File: config.mk
export PLATFORM = sky130hd
export DESIGN_NAME = alu_sched
export DESIGN_NICKNAME = d
export VERILOG_FILES = /design/src/rtl/alu_pkg.sv /design/src/rtl/rr_arb2.sv /design/src/rtl/alu_sched.sv
export SDC_FILE = /design/constraint.sdc
export NUM_CORES = 1
export LEC_CHECK = 0
export CAP_MARGIN = 40
export CORE_AREA = 10 10 115 117
export DETAILED_ROUTE_END_ITERATION = 10
export DIE_AREA = 0 0 125 127
export PLACE_DENSITY_LB_ADDON = 0.08
export SYNTH_ARGS = -nofsm -noshare
export SYNTH_HDL_FRONTEND = slang
export SYNTH_SLANG_ARGS = --single-unit
File: constraint.sdc
create_clock -name clock -period 4 [get_ports clock]
set_input_delay 0.8 -clock clock [delete_from_list [all_inputs] [get_ports clock]]
set_output_delay 0.8 -clock clock [all_outputs]
set_load 0.02 [all_outputs]
File: src/rtl/alu_pkg.sv
// Shared definitions for the ALU scheduler: opcodes, FSM state encoding and data width.
package alu_pkg;

    localparam int unsigned ALU_W = 16;

    localparam logic [3:0] OP_NOP   = 4'd0;
    localparam logic [3:0] OP_LOAD  = 4'd1;
    localparam logic [3:0] OP_STORE = 4'd2;
    localparam logic [3:0] OP_MOVE  = 4'd3;
    localparam logic [3:0] OP_READ  = 4'd4;
    localparam logic [3:0] OP_WRITE = 4'd5;
    localparam logic [3:0] OP_JMP   = 4'd6;
    localparam logic [3:0] OP_ADD   = 4'd7;
    localparam logic [3:0] OP_ADD1  = 4'd8;
    localparam logic [3:0] OP_MUL   = 4'd9;
    localparam logic [3:0] OP_FLOOR = 4'd10;
    localparam logic [3:0] OP_SUB   = 4'd11;
    localparam logic [3:0] OP_EXP   = 4'd12;
    localparam logic [3:0] OP_ROOF  = 4'd13;
    localparam logic [3:0] OP_MOD   = 4'd14;
    localparam logic [3:0] OP_JMPZ  = 4'd15;

    typedef logic [2:0] sched_state_t;

    localparam sched_state_t S_IDLE    = 3'd0;
    localparam sched_state_t S_ISSUE   = 3'd1;
    localparam sched_state_t S_WAIT    = 3'd2;
    localparam sched_state_t S_M_ISSUE = 3'd3;
    localparam sched_state_t S_M_WAIT  = 3'd4;
    localparam sched_state_t S_I_ISSUE = 3'd5;
    localparam sched_state_t S_I_WAIT  = 3'd6;
    localparam sched_state_t S_RESP    = 3'd7;

    function automatic logic is_alu_op(input logic [3:0] op);
        return (op >= OP_ADD) && (op <= OP_MOD);
    endfunction

    // Ops that divide by operand B and must reject a zero divisor.
    function automatic logic needs_divisor(input logic [3:0] op);
        return (op == OP_FLOOR) || (op == OP_ROOF) || (op == OP_MOD);
    endfunction

endpackage

File: src/rtl/rr_arb2.sv
// Two-way round-robin arbiter; the last winner loses the next tie.
module rr_arb2 (
    input  logic       clock,
    input  logic       reset,
    input  logic [1:0] valid,
    input  logic       accept,
    output logic       grant_c
);

    logic last_grant;

    always_comb begin
        grant_c = valid[1];
        if (&valid) begin
            grant_c = ~last_grant;
        end
    end

    always_ff @(posedge clock) begin
        if (reset) begin
            last_grant <= 1'b1;
        end else if (accept) begin
            last_grant <= grant_c;
        end
    end

endmodule

File: src/rtl/alu_sched.sv
// Shares one registered ALU between two requesters, one op in flight,
// with pre-checked rejects and the FLOOR/MOD/ADD1 sequence for ROOF.
module alu_sched
    import alu_pkg::*;
#(
    parameter int unsigned LAT = 1,
    parameter int unsigned W   = ALU_W
) (
    input  logic         clock,
    input  logic         reset,
    input  logic [1:0]   req_valid,
    output logic [1:0]   req_ready,
    input  logic [3:0]   req_op0,
    input  logic [3:0]   req_op1,
    input  logic [W-1:0] req_a0,
    input  logic [W-1:0] req_a1,
    input  logic [W-1:0] req_b0,
    input  logic [W-1:0] req_b1,
    output logic [3:0]   alu_op,
    output logic [W-1:0] alu_in1,
    output logic [W-1:0] alu_in2,
    input  logic [W-1:0] alu_out,
    output logic         rsp_valid,
    output logic         rsp_id,
    output logic [W-1:0] rsp_data,
    output logic         rsp_zero,
    output logic         rsp_err,
    output logic         busy
);

    localparam int unsigned CW = (LAT > 1) ? $clog2(LAT) : 1;

    sched_state_t state, state_n;

    logic         id_q, id_n;
    logic [3:0]   op_q, op_n;
    logic [W-1:0] a_q, a_n, b_q, b_n, q_q, q_n;
    logic [CW-1:0] cnt_q, cnt_n;

    logic [3:0]   alu_op_n;
    logic [W-1:0] alu_in1_n, alu_in2_n;
    logic         rsp_valid_n, rsp_id_n, rsp_zero_n, rsp_err_n;
    logic [W-1:0] rsp_data_n;

    logic         grant_c, accept_c;
    logic [3:0]   sel_op_c;
    logic [W-1:0] sel_a_c, sel_b_c;
    logic         done_c, done_err_c;
    logic [W-1:0] done_data_c;

    rr_arb2 u_arb (
        .clock   (clock),
        .reset   (reset),
        .valid   (req_valid),
        .accept  (accept_c),
        .grant_c (grant_c)
    );

    // Ready is offered only in IDLE, and only to the arbiter's pick.
    always_comb begin
        req_ready = 2'b00;
        if ((state == S_IDLE) && !reset && (|req_valid)) begin
            req_ready = grant_c ? 2'b10 : 2'b01;
        end
    end

    assign accept_c = |(req_valid & req_ready);
    assign sel_op_c = grant_c ? req_op1 : req_op0;
    assign sel_a_c  = grant_c ? req_a1  : req_a0;
    assign sel_b_c  = grant_c ? req_b1  : req_b0;

    always_comb begin
        state_n     = state;
        id_n        = id_q;
        op_n        = op_q;
        a_n         = a_q;
        b_n         = b_q;
        q_n         = q_q;
        cnt_n       = cnt_q;
        alu_op_n    = OP_NOP;
        alu_in1_n   = '0;
        alu_in2_n   = '0;
        done_c      = 1'b0;
        done_err_c  = 1'b0;
        done_data_c = '0;
        rsp_valid_n = 1'b0;
        rsp_id_n    = 1'b0;
        rsp_data_n  = '0;
        rsp_zero_n  = 1'b0;
        rsp_err_n   = 1'b0;

        case (state)
            S_IDLE: begin
                if (accept_c) begin
                    id_n = grant_c;
                    op_n = sel_op_c;
                    a_n  = sel_a_c;
                    b_n  = sel_b_c;
                    if (!is_alu_op(sel_op_c)) begin
                        done_c     = 1'b1;
                        done_err_c = 1'b1;
                    end else if (needs_divisor(sel_op_c) && (sel_b_c == '0)) begin
                        done_c     = 1'b1;
                        done_err_c = 1'b1;
                    end else if ((sel_op_c == OP_SUB) && (sel_a_c <= sel_b_c)) begin
                        // Equal operands answer zero directly; a < b is an underflow.
                        done_c     = 1'b1;
                        done_err_c = (sel_a_c != sel_b_c);
                    end else begin
                        state_n   = S_ISSUE;
                        alu_op_n  = (sel_op_c == OP_ROOF) ? OP_FLOOR : sel_op_c;
                        alu_in1_n = sel_a_c;
                        alu_in2_n = sel_b_c;
                    end
                end
            end
            S_ISSUE: begin
                state_n = S_WAIT;
                cnt_n   = CW'(LAT - 1);
            end
            S_WAIT: begin
                if (cnt_q != '0) begin
                    cnt_n = cnt_q - CW'(1);
                end else if (op_q == OP_ROOF) begin
                    q_n       = alu_out;
                    state_n   = S_M_ISSUE;
                    alu_op_n  = OP_MOD;
                    alu_in1_n = a_q;
                    alu_in2_n = b_q;
                end else begin
                    done_c      = 1'b1;
                    done_data_c = alu_out;
                end
            end
            S_M_ISSUE: begin
                state_n = S_M_WAIT;
                cnt_n   = CW'(LAT - 1);
            end
            S_M_WAIT: begin
                if (cnt_q != '0) begin
                    cnt_n = cnt_q - CW'(1);
                end else if (alu_out == '0) begin
                    done_c      = 1'b1;
                    done_data_c = q_q;
                end else begin
                    state_n   = S_I_ISSUE;
                    alu_op_n  = OP_ADD1;
                    alu_in1_n = q_q;
                end
            end
            S_I_ISSUE: begin
                state_n = S_I_WAIT;
                cnt_n   = CW'(LAT - 1);
            end
            S_I_WAIT: begin
                if (cnt_q != '0) begin
                    cnt_n = cnt_q - CW'(1);
                end else begin
                    done_c      = 1'b1;
                    done_data_c = alu_out;
                end
            end
            S_RESP: begin
                state_n = S_IDLE;
            end
            default: begin
                state_n = S_IDLE;
            end
        endcase

        // Response fields are staged so they appear during the RESP cycle only.
        if (done_c) begin
            state_n     = S_RESP;
            rsp_valid_n = 1'b1;
            rsp_id_n    = id_n;
            rsp_data_n  = done_err_c ? '0 : done_data_c;
            rsp_zero_n  = (rsp_data_n == '0);
            rsp_err_n   = done_err_c;
        end
    end

    always_ff @(posedge clock) begin
        if (reset) begin
            state     <= S_IDLE;
            id_q      <= 1'b0;
            op_q      <= OP_NOP;
            a_q       <= '0;
            b_q       <= '0;
            q_q       <= '0;
            cnt_q     <= '0;
            alu_op    <= OP_NOP;
            alu_in1   <= '0;
            alu_in2   <= '0;
            rsp_valid <= 1'b0;
            rsp_id    <= 1'b0;
            rsp_data  <= '0;
            rsp_zero  <= 1'b0;
            rsp_err   <= 1'b0;
            busy      <= 1'b0;
        end else begin
            state     <= state_n;
            id_q      <= id_n;
            op_q      <= op_n;
            a_q       <= a_n;
            b_q       <= b_n;
            q_q       <= q_n;
            cnt_q     <= cnt_n;
            alu_op    <= alu_op_n;
            alu_in1   <= alu_in1_n;
            alu_in2   <= alu_in2_n;
            rsp_valid <= rsp_valid_n;
            rsp_id    <= rsp_id_n;
            rsp_data  <= rsp_data_n;
            rsp_zero  <= rsp_zero_n;
            rsp_err   <= rsp_err_n;
            busy      <= (state_n != S_IDLE);
        end
    end

endmodule

* Word-level counts from Yosys, hierarchy flattened
Cells that the tools add are included.
** Storage, ports and cells
- Bits in registers :: 115
- Input port bits :: 92
- Output and inout port bits :: 59
- Logic and storage cells :: 129
** Cells by class
- Add/sub/neg operators :: 1
- $lt $le $gt $ge :: 3
- Eq/ne operators :: 13
- Muxes and demuxes :: 69
- Bitwise gates (word level) :: 4
- Reduce and logical (&&, ||, !) cells :: 22
** Operators with widths (count)
- $mux 16 :: 22
- $pmux 16 s3 :: 2
- $logic_not 16->1 :: 3
- $mux 4 :: 10
- $pmux 16 s2 :: 1
- $mux 3 :: 9
- $pmux 3 s7 :: 1
- $eq 4x4->1 const B :: 5
- $mux 1 :: 19
- $le 16x16->1 :: 1
- $ne 16x16->1 :: 1
- $eq 3x3->1 const B :: 4
- $pmux 4 s3 :: 1
- $eq 3x2->1 const B :: 2
- $reduce_or 2->1 :: 3
- $reduce_or 3->1 :: 2
- $logic_and 1x1->1 :: 5
- $ge 4x3->1 const B :: 1
- $le 4x4->1 const B :: 1
- $mux 2 :: 2
- $pmux 1 s4 :: 1
- $reduce_and 2->1 :: 2
- $eq 3x1->1 const B :: 1
- $logic_not 3->1 :: 1
- other kinds (9) :: 12

* Logic depth before layout (Yosys ltp)
Gate-level depths: netlist (run 1).
- Depth in word-level cells :: 13
- Mapped depth :: 13
- Gate-level depth less buffers :: 10

* Modules after synthesis
Synthesis (run 1) repeated with hierarchy kept, for this count alone.
** Unflattened totals
- Cells, all modules :: 552
- Area total of the unflattened synthesis :: 4932.2 µm²
** By module, submodules not included
- alu_sched :: instances 1, cells an instance 548, area each 4889.7 µm², seq. area each 2262.2 µm²
- rr_arb2 :: instances 1, cells an instance 4, area each 42.5 µm², seq. area each 20.0 µm²

* Worst setup path after synthesis (run 1)
OpenSTA, ideal clock, no wires.
- Path kind :: input to register
- From :: input req_valid[1]
- To :: register alu_in1[10]
- Library setup time :: 0.137 ns
- Arrival time :: 3.511 ns
- Data required time :: 3.863 ns
- Slack :: 0.353 ns
- Stages :: 13
- Path buffers :: 3
- Path through :: a21bo_2 > buf_6 > buf_1 > mux2i_1 > inv_1 > ha_1 > nand4_1 > or4_1 > nor3_1 > a21oi_2 > nand4_2 > buf_2 > o22ai_1
** On the way
- Elaborated cells on any way between the ends :: 29
- Classes of those cells :: order compare (3); eq/ne (4); mux (11); bitwise (1); reduce/logical (10)
** RTL lines
- start, declared :: line alu_sched.sv:11 : input logic [1:0] req_valid,
- $reduce_and 2->1 :: line rr_arb2.sv:14 : if (&valid) begin
- $mux 1 * :: line rr_arb2.sv:14
- $mux 16 * :: line alu_sched.sv:69 : assign sel_a_c = grant_c ? req_a1 : req_a0;
- via sel_a_c[11] :: line alu_sched.sv:47 : logic [W-1:0] sel_a_c, sel_b_c;
- $le 16x16->1 * :: line alu_sched.sv:105 : end else if ((sel_op_c == OP_SUB) && (sel_a_c <= sel_b_c)) begin
- $logic_and 1x1->1 * :: line alu_sched.sv:105
- $mux 16 * :: line alu_sched.sv:105
- $mux 16 * :: line alu_sched.sv:102 : end else if (needs_divisor(sel_op_c) && (sel_b_c == '0)) begin
- $mux 16 * :: line alu_sched.sv:99 : if (!is_alu_op(sel_op_c)) begin
- $mux 16 * :: line alu_sched.sv:94 : if (accept_c) begin
- $pmux 16 s3 * :: line alu_sched.sv:92 : case (state)
- end signal, assigned :: line alu_sched.sv:209 : alu_in1 <= alu_in1_n;
- end, declared :: line alu_sched.sv:20 : output logic [W-1:0] alu_in1,
The timed path passes the listed nets; every way through them passes the cells marked *.
A chain may end at the register's enable or synchronous reset.

* Worst setup path after layout (run 1)
- From :: input req_valid[0]
- To :: register alu_in1[8]
** On the way
- Elaborated cells on any way between the ends :: 29
- Classes of those cells :: order compare (3); eq/ne (4); mux (11); bitwise (1); reduce/logical (10)
** RTL lines (line)
- $reduce_and 2->1 :: rr_arb2.sv:14
- $mux 1 :: rr_arb2.sv:14
- $mux 16 :: alu_sched.sv:69
- via sel_a_c[10] :: alu_sched.sv:47
- $le 16x16->1 :: alu_sched.sv:105
- $logic_and 1x1->1 :: alu_sched.sv:105
- $mux 16 :: alu_sched.sv:105
- $mux 16 :: alu_sched.sv:102
- $mux 16 :: alu_sched.sv:99
- $mux 16 :: alu_sched.sv:94
- $pmux 16 s3 :: alu_sched.sv:92
The timed path passes the listed nets, and every way through them passes these cells.

==> flow_metrics.py, run 1 <==
metrics = {
    "cts": {
        "htree_levels": 4,
        "clk_latency_ns": 0.41,
        "cts_buffers": 17,
        "ctsResizeCount": 0,
        "path_clk_slew_ns": 0.06,
        "clockBufferDepth": 2,
        "clock-sinks": 114,
        "cts_tree": "yes",
        "ctsHoldBuffers": 0,
        "root_buffer": "clkbuf_16",
        "post_cts_buffers": 0,
    },
    "drt": {
        "ant_nets": 0,
        "drc": 0,
        "drtIter0Drc": 434,
        "drt_pass1_iterations": 5,
        "wire_per_inst_um": 18.8,
        "routed_wirelength_um": 16800,
        "dr_total_vias": 5056,
        "viasPerCell": 5.64,
    },
    "cells_and_area": {
        "syn_to_final_growth_pct": 50.8,
        "fin_area_mm2": 0.00766,
        "fillCellCount": 882,
        "diodes": 0,
        "finalNonFillerCells": 897,
        "finalNetCount": 848,
        "drive_gt1_share_pct": 13.5,
    },
    "power_and_ir_drop": {
        "pwr-share-clk_pct": 43.6,
        "irDropWorstVdd_mv": 0.292,
        "power_mw": 3.69,
        "power.internal_mw": 2.66,
        "leakagePower_nw": 2.93,
        "power.switching_mw": 1.04,
        "p_sw_share_pct": 28.0,
        "p_comb_share_pct": 20.6,
        "sequentialPowerShare_pct": 35.8,
        "powerDensity_mw_per_mm2": 482,
    },
    "grt": {
        "grt_pass1_vias": 5088,
        "grt_antenna_before_repair": 0,
        "grtUsageTotal_pct": 20.6,
        "grt_max_degree": 74,
        "grt_pass1_wl_um": 26800,
        "grt-ovfl-total": 0,
    },
    "status": {
        "status": "completed",
    },
    "logic_synthesis": {
        "synth_top_family_by_area": "compound AO/OA/AOI/OAI gates",
        "synth_edf_count": 0,
        "yosysTopAreaCell": "dfxtp_1",
        "avgSynthCellArea_um2": 9.04,
        "ys_ff_latch": 114,
        "synthAdderAreaFrac_pct": 3.69,
        "synth_ff_type": "dfxtp_1",
        "synth_compound_area_share_pct": 22.4,
        "yosys.area_share.simple_pct": 16.7,
        "synth_mux_area_share_pct": 7.61,
        "ys_top_cells_by_area": "dfxtp_1, mux2i_1, a211oi_1, nor2_1, a22oi_1",
        "yosys_warnings": 0,
        "netlist_area_mm2": 0.00508,
        "synth-seq-area-share_pct": 44.9,
        "async_flop_share_pct": 0,
        "synth_nets": 669,
        "synth_top_cell_area_share_pct": 44.9,
        "synthXorXnorAreaFrac_pct": 0.517,
        "ys_types": 54,
        "synthCells": 562,
    },
    "critical_path": {
        "worst_r2r_startpoint": "u_arb.last_grant",
        "cp.required_ns": 4.24,
        "r2r_cells": 11,
        "cp_max_fo": 21,
        "start_kind": "primary input",
        "r2r_end": "alu_in1[8]",
        "path_class": "primary input to flop",
        "r2r_setup_slack_ns": 0.89,
        "crit_arrival_ns": 3.97,
        "cp-end-kind": "flop",
    },
    "floorplanning": {
        "die_w_um": 125,
        "initial_core_util_pct": 45.7,
        "core.rowCount": 39,
        "core_mm2": 0.0111,
        "fp.dieH_um": 127,
        "dieArea_mm2": 0.0159,
        "io_pins": 151,
    },
    "placed_design": {
        "dpl.hpwl_um": 12400,
        "placed_cells": 865,
        "gp_congestion": 0.868,
        "port_buffers": 150,
        "placedInstanceArea_mm2": 0.00703,
        "pre_cts_slack_ns": -0.100,
    },
    "sta": {
        "maxSlewViolCount": 0,
        "relSlewSlack_pct": 44.8,
        "max_freq_mhz": 268,
        "fin_tns_setup_ns": 0,
        "finalCriticalPeriod_ns": 3.73,
        "hold_viol_final": 0,
        "finalCritPeriodShare_pct": 93.2,
        "worst_slack_ns": 0.270,
        "finClkSkew_ns": 0.00977,
        "finalSetupViolCount": 0,
        "tightest_slew_ns": 0.827,
        "rsz0062_at_grt": "no",
    },
    "hold_path": {
        "holdPathEnd": "alu_in2[7]",
        "holdPathStages": 2,
        "hold_path.class": "flop to flop",
        "worstHoldStart": "b_q[7]",
    },
    "job": {
        "maxCapViolations": 0,
    },
}
==> cell usage after synthesis (all sizes together) (5+ instances only) <==
library cell,count
nand2,59
ha,15
a22oi,32
buf,11
nor2,69
inv,15
clkbuf,27
nor4,18
nor3,5
nand4,8
a211oi,37
o21ai,25
dfxtp,114
a21oi,28
mux2i,36
o22ai,17
==> critical path, stage by stage <==
cell	delay [ns]
clkdlybuf4s50_1	0.42
buf_4	0.15
a21boi_2	0.18
buf_12	0.20
mux2i_1	0.36
inv_1	0.10
ha_1	0.31
nand4_1	0.11
or4_1	0.56
nor3_1	0.20
a21oi_2	0.09
nand4_2	0.17
buf_12	0.19
o22ai_1	0.09
==> registers in the layout, indices dropped and copies added, names as in the netlist, 3 cells and up <==
register and cells:
a_q 16, q_q 16, state 3, alu_op 4, b_q 16, alu_in1 16, rsp_data 16, op_q 4
alu_in2 16
==> worst max-delay path by stage <==
stage,depth (start not counted),slack (ns),start,endpoint
final,14,0.27,req_valid[0],alu_in1[8]
after global routing,14,0.06,req_valid[0],alu_in1[8]
after CTS,14,0.32,req_valid[0],alu_in1[8]
after detailed placement,14,-0.10,req_valid[0],alu_in1[12]
after global placement,14,-0.03,req_valid[0],alu_in1[14]
after floorplan,13,0.35,req_valid[1],alu_in1[10]
==> cell type report <==
class / instances / area [um^2] / share of cell area (%)
clock buffers: 18 / 429 / 5.60
clock inverters: 14 / 201 / 2.63
inverters: 15 / 56.3 / 0.735
multi-input cells: 395 / 2610 / 34.0
flip-flops and latches: 114 / 2280 / 29.8
well taps: 143 / 179 / 2.34
repair buffers: 198 / 1910 / 24.9
==> metrics by stage <==
step,hold WS (ns),utilization (%)
floorplan,0.426,-
global placement,0.434,63.1
detailed placement,0.441,63.2
CTS,0.451,68.9
global route,0.469,68.9
finish,0.449,68.9
==> logic make-up after synthesis <==
family | after synthesis
AOI/OAI and AO/OA | 158
DFF | 114
buffers and inverters | 53
muxes | 38
adders and majority gates | 15
and+or+nand+nor | 181
xor gates and xnor gates | 3
==> per-layer routing <==
metal / wire, um / global-route usage [%] / vias up / part of all wire [%]
met5: 0 / 0 / - / 0
met4: 291 / 7.52 / 0 / 1.7
met3: 1220 / 6.08 / 28 / 7.3
met2: 8250 / 34.2 / 188 / 49
met1: 7080 / 24.8 / 2407 / 42
li1: - / - / 2433 / -
==> layout by cell type (no fill, tap or decap), types with 4 or more instances in the layout <==
cell,count
nand4_1,7
a22oi_1,32
buf_4,44
dfxtp_1,114
o21ai_0,12
buf_12,4
clkbuf_16,17
a21oi_1,27
a211oi_1,37
inv_6,4
clkdlybuf4s50_1,149
ha_1,15
nor2_1,69
nor4_1,17
nand2_1,59
inv_1,15
o22ai_2,8
mux2i_1,36
bufinv_16,4
o21ai_1,13
nor3_1,4
o22ai_1,9
==> power groups by stage <==
stage          Sequential [mW]  Clock [mW]  Combinational (mW)
4_1_cts                   1.32        1.63               0.761
3_3_place_gp              1.34           0               0.735
3_5_place_dp              1.34           0               0.753
2_1_floorplan             1.35           0               0.406
5_1_grt                   1.33        1.68               0.832
6_report                  1.32        1.61               0.762
(Power assumes the default switching activity.)
==> run 2: changes to the inputs <==
Settings changed: GPL_ROUTABILITY_DRIVEN set to 0, SLEW_MARGIN set to 20.
==> run 2 against run 1 <==
- wire length shrank 0.68%
- die area unchanged
- hold slack improved by 0.0039 ns
- worst setup slack improved by 0.042 ns
- total power shrank 1.5%
- final cell count fell by 0.22%
- clock-buffer cell count grew 4
- global-route usage decreased by 0.071 points
- fmax up 1.1%
- first-iteration DRC count grew 18%
==> flow_metrics.py, run 2 (synthesis gave the netlist of run 1 again) <==
metrics = {
    "placed_design": {
        "port_buffers": 150,
        "dpl.hpwl_um": 12400,
        "pre_cts_slack_ns": -0.104,
        "placed_cells": 864,
    },
    "hold_path": {
        "hold_path.class": "flop to flop",
    },
    "cts": {
        "clock-sinks": 114,
        "root_buffer": "clkbuf_16",
        "post_cts_buffers": 0,
        "path_clk_slew_ns": 0.05,
        "cts_buffers": 17,
        "ctsHoldBuffers": 0,
        "clk_latency_ns": 0.41,
        "htree_levels": 4,
        "clockBufferDepth": 2,
        "ctsResizeCount": 0,
        "cts_tree": "yes",
    },
    "cells_and_area": {
        "syn_to_final_growth_pct": 50.6,
        "drive_gt1_share_pct": 13.4,
        "finalNonFillerCells": 895,
        "diodes": 0,
        "fillCellCount": 907,
        "layout_commonest_cell": "clkdlybuf4s50_1",
        "finalNetCount": 848,
        "layout_common_cells": "clkdlybuf4s50_1, dfxtp_1, nor2_1",
    },
    "critical_path": {
        "path_class": "primary input to flop",
        "path_delay_family": "simple AND/OR/NAND/NOR gates",
        "cp-end-kind": "flop",
        "worst_path_largest_cell_delay_ns": 0.59,
        "start_kind": "primary input",
        "path_buf_inv": 4,
        "cp.required_ns": 4.31,
        "cp_max_fo": 21,
        "worstPathCellList": "clkdlybuf4s50_1 -> buf_4 -> a21boi_2 -> buf_12 -> mux2i_1 -> inv_1 -> ha_1 -> nand4_1 -> or4_1 -> nor3_1 -> a21oi_2 -> and2_1 -> a211oi_1",
        "crit_arrival_ns": 4.00,
        "slowest_stage": "or4_1",
    },
    "sta": {
        "worst_slack_ns": 0.312,
        "finalSetupViolCount": 0,
        "hold_ws_ns": 0.452,
        "maxSlewViolCount": 0,
        "finClkSkew_ns": 0.00727,
        "finalCriticalPeriod_ns": 3.69,
        "relSlewSlack_pct": 46.1,
        "tightest_slew_ns": 0.805,
        "max_freq_mhz": 271,
        "finalCritPeriodShare_pct": 92.2,
        "rsz0062_at_grt": "no",
        "hold_viol_final": 0,
    },
    "power_and_ir_drop": {
        "sequentialPowerShare_pct": 36.3,
        "power.internal_mw": 2.65,
        "leakagePower_nw": 2.93,
        "irDropWorstVdd_mv": 0.256,
        "power_mw": 3.64,
        "p_sw_share_pct": 27.2,
        "powerDensity_mw_per_mm2": 476,
        "power.switching_mw": 0.991,
        "pwr-share-clk_pct": 42.7,
        "p_comb_share_pct": 21.0,
    },
    "drt": {
        "drc": 0,
        "routed_wirelength_um": 16700,
        "drt_pass1_iterations": 5,
        "wire_per_inst_um": 18.7,
        "dr_total_vias": 5029,
        "ant_nets": 0,
        "drtIter0Drc": 513,
        "viasPerCell": 5.62,
    },
    "job": {
        "maxCapViolations": 0,
    },
    "grt": {
        "grtUsageTotal_pct": 20.5,
        "grt_pass1_vias": 5012,
        "grt-ovfl-total": 0,
        "grt_antenna_before_repair": 0,
        "grt_max_degree": 74,
        "grt_pass1_wl_um": 26700,
    },
    "floorplanning": {
        "core.rowCount": 39,
        "fp.dieH_um": 127,
        "io_pins": 151,
        "die_w_um": 125,
        "core_mm2": 0.0111,
        "dieArea_mm2": 0.0159,
        "initial_core_util_pct": 45.7,
    },
    "status": {
        "status": "completed",
    },
}
-- run 2: per-stage QoR --
step	area [um^2]	setup TNS, ns	utilization (%)
3_5_place_dp	7030	-1.55	63.2
3_3_place_gp	7020	-0.328	63.1
2_1_floorplan	5080	0	-
4_1_cts	7640	0	68.7
6_report	7650	0	68.8
5_1_grt	7650	0	68.8
-- run 2: area by class of cell --
| cell class | count | area, um^2 | share of cell area (%) |
|---|---|---|---|
| multi-input cells | 395 | 2610 | 34.1 |
| clock inverters | 8 | 128 | 1.67 |
| inverters | 15 | 56.3 | 0.736 |
| repair buffers | 198 | 1910 | 25.0 |
| clock buffers | 22 | 484 | 6.33 |
| well taps | 143 | 179 | 2.34 |
| flip-flops and latches | 114 | 2280 | 29.8 |
-- run 2: power by group through the flow --
stage | clock [mW] | sequential [mW] | combinational [mW]
after CTS | 1.57 | 1.32 | 0.760
after global placement | 0 | 1.34 | 0.735
after global routing | 1.62 | 1.33 | 0.837
after floorplan | 0 | 1.35 | 0.406
after detailed placement | 0 | 1.34 | 0.751
final | 1.55 | 1.32 | 0.763
-- run 2: final timing paths --
check | startpoint | to | slack [ns] | depth (start not counted)
setup / recovery | req_valid[0] | rsp_err | 0.31 | 13
hold / removal | b_q[6] | alu_in2[6] | 0.45 | 2
setup reg to reg | u_arb.last_grant | rsp_err | 0.88 | 11
hold reg to reg | b_q[6] | alu_in2[6] | 0.45 | 2
-- run 2: worst min-delay path, stage by stage (launching register included) --
cell	delay [ns]
dfxtp_1	0.31
nand2_1	0.05
o21ai_1	0.05
-- run 2: layer usage --
| layer | GRT usage [%] | up-vias | part of all wire [%] |
|---|---|---|---|
| li1 | - | 2419 | - |
| met1 | 24.5 | 2393 | 42 |
| met2 | 34.7 | 195 | 50 |
| met3 | 5.58 | 22 | 7.0 |
| met4 | 7.45 | 0 | 1.7 |
| met5 | 0 | - | 0 |
